<file path="src/rtl/moody_source.sv">
// Pseudo-random packet injector for the NoC. It drives the producer side of the
// req/busy handshake and offers {hdr, payload, addr} words with tunable eagerness.
`ifndef HDR_SZ
`define HDR_SZ 8
`endif
`ifndef PL_SZ
`define PL_SZ 16
`endif
`ifndef ADDR_SZ
`define ADDR_SZ 4
`endif

module moody_source #(
    parameter int          id          = -1,
    parameter int          eagerness   = 0,
    parameter int          dest        = -1,
    parameter int          num_dests   = 16,
    parameter int          max_packets = 0,
    parameter logic [15:0] seed        = 16'hACE1
) (
    input  logic                               clk,
    input  logic                               reset,
    input  logic                               busy,
    output logic                               req,
    output logic [`HDR_SZ+`PL_SZ+`ADDR_SZ-1:0] data,
    output logic                               done,
    output logic [15:0]                        sent_count
);
    localparam int          HDR       = `HDR_SZ;
    localparam int          PL        = `PL_SZ;
    localparam int          ADDR      = `ADDR_SZ;
    localparam int          DW        = HDR + PL + ADDR;
    localparam logic [15:0] LFSR_INIT = (seed == 16'h0000) ? 16'hACE1 : seed;
    localparam logic [15:0] LFSR_TAPS = 16'hB400;  // x^16+x^14+x^13+x^11+1, right-shifting
    localparam int          ND        = (num_dests < 1) ? 1 : num_dests;
    localparam logic [15:0] BUDGET    = 16'(max_packets);

    typedef enum logic {IDLE, OFFER} state_e;

    state_e          state_q, state_d;
    logic [15:0]     lfsr_q, lfsr_d;
    logic [15:0]     cnt_q, cnt_d;
    logic [DW-1:0]   data_q, data_d;
    logic            done_q, done_d;
    logic            inject;
    logic            xfer;
    logic [ADDR-1:0] addr;

    assign inject = (eagerness >= 255) ||
                    ((eagerness > 0) && (int'(lfsr_q[7:0]) < eagerness));

    always_comb begin
        if (dest != -1) addr = ADDR'(dest);
        else            addr = ADDR'(int'(lfsr_q[15:8]) % ND);
    end

    // The sequence number and the accepted count advance together, so one counter serves both.
    always_comb begin
        // NOTE: every output of this block gets a default first, so no path can infer a latch.
        state_d = state_q;
        data_d  = data_q;
        cnt_d   = cnt_q;
        done_d  = done_q;
        xfer    = 1'b0;
        lfsr_d  = {1'b0, lfsr_q[15:1]} ^ (lfsr_q[0] ? LFSR_TAPS : 16'h0000);
        case (state_q)
            IDLE: begin
                if (!done_q && inject) begin
                    data_d  = {HDR'(cnt_q), PL'(lfsr_q), addr};
                    state_d = OFFER;
                end
            end
            OFFER: begin
                if (!busy) begin
                    xfer    = 1'b1;
                    state_d = IDLE;
                    cnt_d   = cnt_q + 16'd1;
                    if ((max_packets != 0) && (cnt_d == BUDGET)) done_d = 1'b1;
                end
            end
            default: state_d = IDLE;
        endcase
    end

    always_ff @(posedge clk or posedge reset) begin
        if (reset) begin
            state_q <= IDLE;
            lfsr_q  <= LFSR_INIT;
            cnt_q   <= 16'd0;
            data_q  <= '0;
            done_q  <= 1'b0;
        end else begin
            // NOTE: state registers use non-blocking assignment so every flop samples pre-edge values.
            state_q <= state_d;
            lfsr_q  <= lfsr_d;
            cnt_q   <= cnt_d;
            data_q  <= data_d;
            done_q  <= done_d;
        end
    end

    assign req        = (state_q == OFFER);
    assign data       = data_q;
    assign done       = done_q;
    assign sent_count = cnt_q;

`ifndef SYNTHESIS
    always @(posedge clk) begin
        if (!reset && xfer && (id != -1))
            $display("##,tx,%d,%d", id, data_q[DW-1 -: HDR]);
    end
`endif

endmodule
</file>
<file path="config.mk">
export PLATFORM = sky130hd
export DESIGN_NAME = moody_source
export DESIGN_NICKNAME = d
export VERILOG_FILES = /design/src/rtl/moody_source.sv
export SDC_FILE = /design/constraint.sdc
export NUM_CORES = 1
export LEC_CHECK = 0
export CORE_MARGIN = 2
export CORE_UTILIZATION = 26
export CTS_CLUSTER_DIAMETER = 100
export DETAILED_ROUTE_END_ITERATION = 7
export DONT_BUFFER_PORTS = 1
export HOLD_SLACK_MARGIN = 0.08
export PLACE_DENSITY_LB_ADDON = 0.12
export SYNTH_ARGS = -nofsm -noshare
export SYNTH_HDL_FRONTEND = slang
export SYNTH_SLANG_ARGS = --single-unit
export TNS_END_PERCENT = 5
</file>
<file path="constraint.sdc">
create_clock -name clk -period 2.6 [get_ports clk]
set_input_delay 0.65 -clock clk [delete_from_list [all_inputs] [get_ports clk]]
set_output_delay 0.65 -clock clk [all_outputs]
set_load 0.005 [all_outputs]
</file>
==> results_tabular.tex <==
\begin{tabular}{lr}
\hline
Metric & Value \\
\hline
\multicolumn{2}{l}{\textbf{Layout}} \\
\quad Net count, final & 99 \\
\quad Finished Cell Area & 973 µm² \\
\quad Synthesis-to-finish area growth & -0.639\% \\
\quad Ant. Diodes & 0 \\
\quad Share of post-route cells with drive strength above 1 & 0.0957 \\
\quad End-of-flow core utilization & 0.268 \\
\multicolumn{2}{l}{\textbf{Clock tree}} \\
\quad Post-CTS clock slew at the launch and capture registers of the worst setup and hold paths & 0.07 ns \\
\quad Number of sinks driven by the clock tree & 17 \\
\quad Clock root buffer master & clkbuf\_8 \\
\quad Post-CTS Resized & 0 \\
\quad Later-pin clock latency in the skew report & 0.25 ns \\
\quad TritonCTS clock tree & yes \\
\quad H-Tree Level Count & 1 \\
\quad Count of buffers added by post-CTS timing repair for setup & 0 \\
\quad CTS max path bufs & 2 \\
\quad Number of buffers created by CTS & 3 \\
\quad CTS Hold Buffers Added & 0 \\
\multicolumn{2}{l}{\textbf{Synthesis}} \\
\quad Synth area leaders & dfrtp\_1, buf\_4, xnor2\_1 \\
\quad Mux share of post-synthesis cell area & 0.0115 \\
\quad Area of the mapped netlist & 980 µm² \\
\quad Sequential share of the synthesized area & 0.434 \\
\quad Count of state elements after synthesis & 17 \\
\quad Post-Syn Instances & 91 \\
\quad Area leader, netlist & dfrtp\_1 \\
\quad Largest family of logic cells by synthesized area & buffers and inverters \\
\quad Synthesized-area fraction occupied by ao, oa, aoi and oai cells & 0 \\
\quad Simple-gate share of the synthesized area & 0.174 \\
\quad Synth Area in Adders & 0.0128 \\
\quad Share of the synthesized area in the top cell type & 0.434 \\
\quad Number of warnings printed during yosys synthesis & 0 \\
\quad Library cells used by synthesis & 20 \\
\quad Syn avg cell area & 10.8 µm² \\
\quad XOR/XNOR Fraction of Synth Area & 0.134 \\
\multicolumn{2}{l}{\textbf{Timing}} \\
\quad Number of hold violations in the final report & 0 \\
\quad Min Clock Period, post-route & 1.47 ns \\
\quad Worst hold margin & 0.371 ns \\
\quad Total Negative Setup Slacks & 0 ns \\
\quad Maximum clock frequency & 0.681 GHz \\
\quad Slew Limit Fails & 0 \\
\quad Clock tree skew after final layout & 0.00263 ns \\
\quad Rel. slew slack & 0.566 \\
\quad RSZ-0062 raised after global routing & no \\
\quad Slew @ Worst Pin & 0.650 ns \\
\quad Final setup margin & 1.13 ns \\
\quad Setup-failing EPs final & 0 \\
\quad Final cycle utilization of the critical path & 0.565 \\
\multicolumn{2}{l}{\textbf{Min path}} \\
\quad Worst hold path class & in -> async \\
\multicolumn{2}{l}{\textbf{Critical path}} \\
\quad Buffer and inverter count on the worst path & 0 \\
\quad Required @ worst endpoint & 2.78 ns \\
\quad Cell at the slowest stage of the critical path & dfrtp\_1 \\
\quad Reg2Reg Depth & 5 \\
\quad Maximum net fanout on the critical path & 4 \\
\quad FF-to-FF setup slack & 1.13 ns \\
\quad Type of the worst setup path & reg -> reg \\
\quad CP peak stage delay & 0.43 ns \\
\quad Reg2reg start & sent\_count[0] \\
\quad Startpoint class of the critical path & flop \\
\quad CP cell instances & ha\_1 -> and4b\_1 -> nand4\_1 -> nor2b\_1 -> xor2\_1 \\
\quad Dominant delay contributor by cell family on the critical path & simple AND/OR/NAND/NOR gates \\
\quad WP data arrival & 1.65 ns \\
\quad Capturing element type of the critical path & flop \\
\quad Critical register-to-register path endpoint & sent\_count[12] \\
\multicolumn{2}{l}{\textbf{Power}} \\
\quad Leakage power & 0.514 nW \\
\quad Worst IR Drop VDD & 161 µV \\
\quad Pwr Density & 490 nW/µm² \\
\multicolumn{2}{l}{\textbf{Placement}} \\
\quad Dpl hpwl & 1230 µm \\
\quad DP Area & 927 µm² \\
\quad Setup Slack @ Placement & 0.981 ns \\
\quad IO Port Bufs & 0 \\
\quad Last weighted congestion value of the routability-driven placer & 0.642 \\
\multicolumn{2}{l}{\textbf{GRT}} \\
\quad Number of antenna violations at the first check in global routing & 0 \\
\quad Tot GR Track Use & 0.0806 \\
\quad Maximum number of pins on one net before global-route repair & 18 \\
\quad First-pass GRT wire length & 2590 µm \\
\quad Residual overflow from global routing & 0 \\
\quad Number of global-route vias before repair & 508 \\
\multicolumn{2}{l}{\textbf{Die}} \\
\quad Die W & 65.4 µm \\
\quad Floorplan die area & 4280 µm² \\
\quad Placement Rows & 22 \\
\quad Starting density of the core & 0.270 \\
\quad I/O pins & 49 \\
\quad Area of the core & 3630 µm² \\
\quad Vertical die dimension & 65.4 µm \\
\multicolumn{2}{l}{\textbf{Drt}} \\
\quad Via density & 3.73 \\
\quad Drt first pass iters & 2 \\
\quad Drt first-iter violations & 11 \\
\quad Total wire length & 1530 µm \\
\quad Routed via count & 530 \\
\quad Post-DRT Antenna Nets & 0 \\
\quad Routed len/inst & 10.8 µm \\
\quad Residual DRC & 0 \\
\multicolumn{2}{l}{\textbf{Outcome}} \\
\quad Status & finished, final reports clean \\
\multicolumn{2}{l}{\textbf{Run}} \\
\quad Maximum Capacitance Violations & 0 \\
\hline
\end{tabular}
how the worst max path moves through the flow:
stage / start / endpoint / slack [ns] / cells past startpoint
global placement: busy / sent_count[15] / 0.97 / 4
detailed placement: busy / sent_count[15] / 0.98 / 4
CTS: sent_count[0] / sent_count[12] / 1.10 / 5
floorplan: busy / sent_count[13] / 1.09 / 4
global route: sent_count[0] / sent_count[12] / 0.95 / 5
finish: sent_count[0] / sent_count[12] / 1.13 / 5
state kept, by name, indices dropped and copies added, names as in the netlist:
signal      count
req             1
sent_count     16
cell type report:
| cell class | count | area (µm²) |
|---|---|---|
| fillers | 404 | 2660 |
| multi-input cells | 71 | 434 |
| flip-flops and latches | 17 | 425 |
| well taps | 48 | 60.1 |
| clock buffers | 3 | 41.3 |
| inverters | 2 | 7.51 |
| clock inverters | 1 | 5.00 |
per-stage QoR:
step	instances	power (mW)
6_report	142	0.477
5_1_grt	142	0.501
4_1_cts	142	0.488
3_5_place_dp	138	0.285
3_3_place_gp	138	0.285
2_1_floorplan	119	0.315
cells by family (layout without fill, tap and decap cells):
family / Yosys count / in the layout
multiplexers: 1 / 1
adder cells (fa/ha/maj): 1 / 1
buffers and inverters: 31 / 6
XOR/XNOR: 15 / 15
AND/OR/NAND/NOR: 25 / 25
flip-flops: 17 / 17
other: 1 / 29
cell usage in the layout (no fill, tap or decap):
cell type and instances:
and2_1 1, and3_1 2, and4_2 1, and4b_1 1
clkbuf_8 3, clkinv_2 1, conb_1 29, dfrtp_1 17
ha_1 1, inv_1 2, mux2_2 1, nand2_1 4
nand2b_4 1, nand3_1 6, nand4_1 2, nand4_2 1
nor2_1 2, nor2b_1 3, nor4_4 1, xnor2_1 11
xor2_1 4
synthesized netlist by cell type (all sizes together):
master / count
nor2b: 3
and4b: 1
nand2: 4
inv: 2
ha: 1
nand4: 3
nor4: 1
and3: 2
nand3: 6
buf: 29
nand2b: 1
dfrtp: 17
xor2: 4
conb: 1
nor2: 2
and4: 1
and2: 1
xnor2: 11
mux2: 1
where the power goes:
| part | internal [mW] | total, mW | switching, mW |
|---|---|---|---|
| logic | 0.000989 | 0.0158 | 0.0148 |
| registers | 0.264 | 0.264 | 0 |
| clock network | 0.106 | 0.197 | 0.0904 |
routing by layer:
layer	global-route usage	part of all wire
met4	0.0391	0.013
met2	0.129	0.50
met5	0	0
met1	0.0945	0.38
met3	0.0308	0.098
Note: power is estimated with default switching activity, not from simulation.
